## config.mk

```make
export PLATFORM = sky130hd
export DESIGN_NAME = rst_seq
export DESIGN_NICKNAME = d
export VERILOG_FILES = /design/src/rtl/rst_seq.sv
export SDC_FILE = /design/constraint.sdc
export NUM_CORES = 1
export LEC_CHECK = 0
export CORE_MARGIN = 1
export CORE_UTILIZATION = 48
export DETAILED_ROUTE_END_ITERATION = 12
export GPL_ROUTABILITY_DRIVEN = 0
export GPL_TIMING_DRIVEN = 1
export PLACE_DENSITY = 0.69
export RECOVER_POWER = 50
export SETUP_SLACK_MARGIN = 0.2
export SLEW_MARGIN = 30
export SYNTH_ARGS = -nofsm -noshare
export SYNTH_HDL_FRONTEND = slang
export SYNTH_SLANG_ARGS = --single-unit
```

## constraint.sdc

```tcl
create_clock -name clk_i -period 2.3 [get_ports clk_i]
set_input_delay 0.46 -clock clk_i [delete_from_list [all_inputs] [get_ports clk_i]]
set_output_delay 0.46 -clock clk_i [all_outputs]
set_load 0.05 [all_outputs]
```

## src/rtl/rst_seq.sv

```systemverilog
// Reset sequencer: holds every downstream domain in reset, then releases them one at a time
// in index order, waiting for each domain's acknowledge before releasing the next. A domain
// that never acknowledges, or drops its acknowledge once everything is up, latches a fault.
//
// Ports:
//   clk_i          clock
//   rst_i          synchronous active-high reset (inverted output of the async reset synchronizer)
//   sw_rst_req_i   software reset request, single-cycle pulse; restarts the whole sequence
//   stage_ack_i    per-stage ready/init-done, synchronous to clk_i
//   stage_rst_o    per-stage active-high reset, registered
//   all_ready_o    every stage released and acknowledged
//   busy_o         sequence in progress (holding or releasing)
//   err_o          sticky acknowledge fault
//   err_stage_o    index of the faulting stage
module rst_seq #(
    parameter int unsigned N_STAGES       = 4,
    parameter int unsigned HOLD_CYCLES    = 16,
    parameter int unsigned TIMEOUT_CYCLES = 1024
) (
    input  logic                        clk_i,
    input  logic                        rst_i,
    input  logic                        sw_rst_req_i,
    input  logic [N_STAGES-1:0]         stage_ack_i,
    output logic [N_STAGES-1:0]         stage_rst_o,
    output logic                        all_ready_o,
    output logic                        busy_o,
    output logic                        err_o,
    output logic [$clog2(N_STAGES)-1:0] err_stage_o
);

    localparam int unsigned KW     = $clog2(N_STAGES);
    localparam int unsigned MaxCnt = (HOLD_CYCLES > TIMEOUT_CYCLES) ? HOLD_CYCLES
                                                                     : TIMEOUT_CYCLES;
    localparam int unsigned CntW   = $clog2(MaxCnt + 1);

    typedef enum logic [1:0] {
        StHold,
        StRelease,
        StDone,
        StFault
    } state_e;

    state_e              state_q, state_d;
    logic [KW-1:0]       k_q, k_d;
    logic [CntW-1:0]     cnt_q, cnt_d;
    logic [N_STAGES-1:0] stage_rst_q, stage_rst_d;
    logic                all_ready_q, all_ready_d;
    logic                busy_q, busy_d;
    logic                err_q, err_d;
    logic [KW-1:0]       err_stage_q, err_stage_d;

    always_comb begin
        state_d     = state_q;
        k_d         = k_q;
        cnt_d       = cnt_q;
        stage_rst_d = stage_rst_q;
        all_ready_d = all_ready_q;
        busy_d      = busy_q;
        err_d       = err_q;
        err_stage_d = err_stage_q;

        if (sw_rst_req_i) begin
            state_d     = StHold;
            k_d         = '0;
            cnt_d       = '0;
            stage_rst_d = '1;
            all_ready_d = 1'b0;
            busy_d      = 1'b1;
            err_d       = 1'b0;
            err_stage_d = '0;
        end else begin
            unique case (state_q)
                StHold: begin
                    // Counter was zeroed on the entry edge, so HOLD_CYCLES-1 marks the last cycle.
                    if (cnt_q == CntW'(HOLD_CYCLES - 1)) begin
                        state_d        = StRelease;
                        k_d            = '0;
                        cnt_d          = '0;
                        stage_rst_d[0] = 1'b0;
                    end else begin
                        cnt_d = cnt_q + CntW'(1);
                    end
                end
                StRelease: begin
                    // Only the stage currently being released matters; lower stages dropping
                    // their ack here and unreleased stages are ignored.
                    if (stage_ack_i[k_q]) begin
                        cnt_d = '0;
                        if (k_q == KW'(N_STAGES - 1)) begin
                            state_d     = StDone;
                            all_ready_d = 1'b1;
                            busy_d      = 1'b0;
                        end else begin
                            k_d                       = k_q + KW'(1);
                            stage_rst_d[k_q + KW'(1)] = 1'b0;
                        end
                    end else if (cnt_q == CntW'(TIMEOUT_CYCLES - 1)) begin
                        state_d     = StFault;
                        busy_d      = 1'b0;
                        err_d       = 1'b1;
                        err_stage_d = k_q;
                    end else begin
                        cnt_d = cnt_q + CntW'(1);
                    end
                end
                StDone: begin
                    if (stage_ack_i != '1) begin
                        state_d     = StFault;
                        all_ready_d = 1'b0;
                        err_d       = 1'b1;
                        // Descending scan so the lowest dropped index wins.
                        for (int i = int'(N_STAGES) - 1; i >= 0; i--) begin
                            if (!stage_ack_i[i]) begin
                                err_stage_d = KW'(i);
                            end
                        end
                    end
                end
                StFault: begin
                    // Sticky: only sw_rst_req_i or rst_i leave this state.
                end
                default: begin
                    state_d = StFault;
                end
            endcase
        end
    end

    always_ff @(posedge clk_i) begin
        if (rst_i) begin
            state_q     <= StHold;
            k_q         <= '0;
            cnt_q       <= '0;
            stage_rst_q <= '1;
            all_ready_q <= 1'b0;
            busy_q      <= 1'b1;
            err_q       <= 1'b0;
            err_stage_q <= '0;
        end else begin
            state_q     <= state_d;
            k_q         <= k_d;
            cnt_q       <= cnt_d;
            stage_rst_q <= stage_rst_d;
            all_ready_q <= all_ready_d;
            busy_q      <= busy_d;
            err_q       <= err_d;
            err_stage_q <= err_stage_d;
        end
    end

    assign stage_rst_o = stage_rst_q;
    assign all_ready_o = all_ready_q;
    assign busy_o      = busy_q;
    assign err_o       = err_q;
    assign err_stage_o = err_stage_q;

endmodule

```

==> impl_metrics.env <==
export IMPL_nets=220
export IMPL_dp_cells=230
export IMPL_ys_seq_area_frac=0.3230
export IMPL_postCtsSetupBuffers=0
export IMPL_tightest_slew_ns=0.5053
export IMPL_root_buffer="clkbuf_4"
export IMPL_slew_headroom=0.6621
export IMPL_synth_seq_cells=24
export IMPL_required_ns=2.55
export IMPL_antenna_left=0
export IMPL_crit_arrival_ns=2.33
export IMPL_ir_drop_mv=0.2352
export IMPL_report_final_setup_viol=0
export IMPL_cts_sinks=24
export IMPL_place_ws_ns=-0.09752
export IMPL_max_freq_mhz=481.7
export IMPL_yosysWarnings=0
export IMPL_htree_levels=1
export IMPL_internal_power_w=0.0005361
export IMPL_finalMaxSlewViolations=0
export IMPL_synthCells=175
export IMPL_cts_tree="done"
export IMPL_stdcell_count=234
export IMPL_grt_pass1_wl_mm=5.671
export IMPL_p_total_w=0.0006973
export IMPL_drt_first_pass_iters=5
export IMPL_clkPwrFrac=0.337
export IMPL_drc=0
export IMPL_synth_edff_count=0
export IMPL_avgSynthCellArea_um2=8.501
export IMPL_layout_common_cells="dfxtp_1 (24), nand2_1 (18), o21ai_0 (14)"
export IMPL_drive_gt1_frac=0.1478
export IMPL_cts_path_max_buffers=2
export IMPL_switchingPower_w=0.0001612
export IMPL_layout_commonest_cell="dfxtp_1"
export IMPL_cp_end_kind="register"
export IMPL_wl_per_cell_um=14.58
export IMPL_fp_dieW_um=57.67
export IMPL_cts_clk_slew_worst_paths_ns=0.14
export IMPL_swShare=0.2312
export IMPL_overflow=0
export IMPL_drt_wl_total_mm=3.412
export IMPL_cts_buffers=3
export IMPL_ios=16
export IMPL_coreArea_um2=2853
export IMPL_rows=19
export IMPL_antennaDiodeCount=0
export IMPL_layout_setup_ws_ns=0.2239
export IMPL_seq_area_um2=480.5
export IMPL_dieArea_um2=3326
export IMPL_hold_violations=0
export IMPL_grt_antenna_before_repair=0
export IMPL_rsz0062_at_grt="no"
export IMPL_vias=1437
export IMPL_path_class="input port to register"
export IMPL_syn_cell_area_um2=1488
export IMPL_skew_ns=0.003320
export IMPL_synth_area_top_cells="dfxtp_1 (32%), ha_1 (7.6%), a32o_1 (4.7%)"
export IMPL_fin_area_um2=1797
export IMPL_multi_input_area_um2=948.4
export IMPL_drt_iter0_drc=67
export IMPL_startpoint_type="input port"
export IMPL_p_per_area_nw_per_um2=388.1
export IMPL_synth_flop_cell="dfxtp_1"
export IMPL_clk_latency_ns=0.33
export IMPL_synth_distinct_cells=46
export IMPL_reg2reg_slack_ns=0.34
export IMPL_synth_top_cell_by_area="dfxtp_1"
export IMPL_io_buffers=15
export IMPL_initial_utilization=0.5215
export IMPL_layout_min_cycle_time_ns=2.076
export IMPL_min_period_over_period=0.9026
export IMPL_synthesis_nets=191
export IMPL_outcome="completed"
export IMPL_seq_power_share=0.601
export IMPL_crit_fanout=4
export IMPL_grt_max_degree=21
export IMPL_leakage_nw=0.6370
export IMPL_drv_cap=0
export IMPL_num_fill_cells=266
export IMPL_die_height_um=57.67
export IMPL_synthArstFlopShare=0
export IMPL_grt_pass1_vias=1233
export IMPL_grt_use_total=0.2180
export IMPL_area_growth_pct=20.77
export IMPL_place_area_um2=1758
export IMPL_dp_hpwl_mm=2.552
export IMPL_hold_path_class="register to register"
export IMPL_synth_top_area_frac=0.3230
export IMPL_p_comb_frac=0.062
export IMPL_utilization=0.6298
export IMPL_via_per_inst=6.141
-- layout make-up --
class	instances	share of cell area
Clock buffer	4	0.02020
Inverter	8	0.01671
Multi-Input combinational cell	136	0.5279
Sequential cell	24	0.2674
Tap cell	31	0.02159
Timing Repair Buffer	31	0.1462
-- flip-flops by register name, summed over array words and instances (netlist names) --
signal       flops
stage_rst_o      4
err_stage_o      2
state_q          2
k_q              2
err_o            1
busy_o           1
all_ready_o      1
cnt_q           11
-- final timing paths --
path,startpoint,to,depth (start not counted)
setup reg to reg,cnt_q[0],cnt_q[10],5
setup / recovery,stage_ack_i[1],cnt_q[10],7
hold reg to reg,stage_rst_o[1],stage_rst_o[1],1
hold / removal,stage_rst_o[1],stage_rst_o[1],1
-- cell usage after synthesis, types with 2 or more instances --
cell type  number
o22ai_1         2
a31oi_1         2
nor4_1          6
a211oi_1        3
nand3_1         8
or2_2           2
ha_1            9
a21oi_1         4
a21o_1          4
a32o_1          7
clkbuf_1        4
nor3b_1         4
o211ai_1        2
nand4_1         2
nand2_1        18
and3_1          3
and2_1          2
o21ai_1         2
mux2i_1         5
nor3_1          5
inv_1           8
dfxtp_1        24
o21ai_0        14
nor2_1         13
-- power by group through the flow --
stage / registers (W) / logic [W] / clock network [W]
after floorplan: 0.000428 / 0.0000188 / 0
after global placement: 0.000428 / 0.0000423 / 0
after detailed placement: 0.000428 / 0.0000437 / 0
after CTS: 0.000419 / 0.0000437 / 0.000238
after global routing: 0.000419 / 0.0000472 / 0.000251
final: 0.000419 / 0.0000432 / 0.000235
-- worst max-delay path, cell delays in order --
cell           delay, ns
dlygate4sd3_1       0.54
buf_4               0.13
mux2i_1             0.10
a22oi_4             0.26
o22ai_4             0.10
or4b_1              0.50
a221oi_2            0.25
-- kinds of logic (layout without fill, tap and decap cells) --
logic type,after synthesis,after routing,synth area share
simple gates,71,71,0.2481
compound gates,49,49,0.2498
flops,24,24,0.3230
buf+inv,15,43,0.04625
fa+ha+maj,9,9,0.07570
mux,6,6,0.05131
xor+xnor,1,1,0.005888
-- routing by layer --
metal	up-vias	GRT usage	wire, µm
li1	716	-	-
met1	688	0.3076	1626
met2	28	0.3439	1609
met3	5	0.02679	128
met4	0	0.08163	48
met5	-	0	0
-- what timing repair did --
action | in CTS | in global routing
resized for setup | 1 | 2
endpoints found under the setup margin | 8 | 4
hold buffers | 0 | 0
-- metrics by stage --
step	hold slack [ns]	TNS [ns]
2_1_floorplan	0.4868	0
3_3_place_gp	0.4359	-0.08417
3_5_place_dp	0.4385	-0.3086
4_1_cts	0.4712	0
5_1_grt	0.4726	0
6_report	0.4616	0
Note: power is estimated with default switching activity, not from simulation.
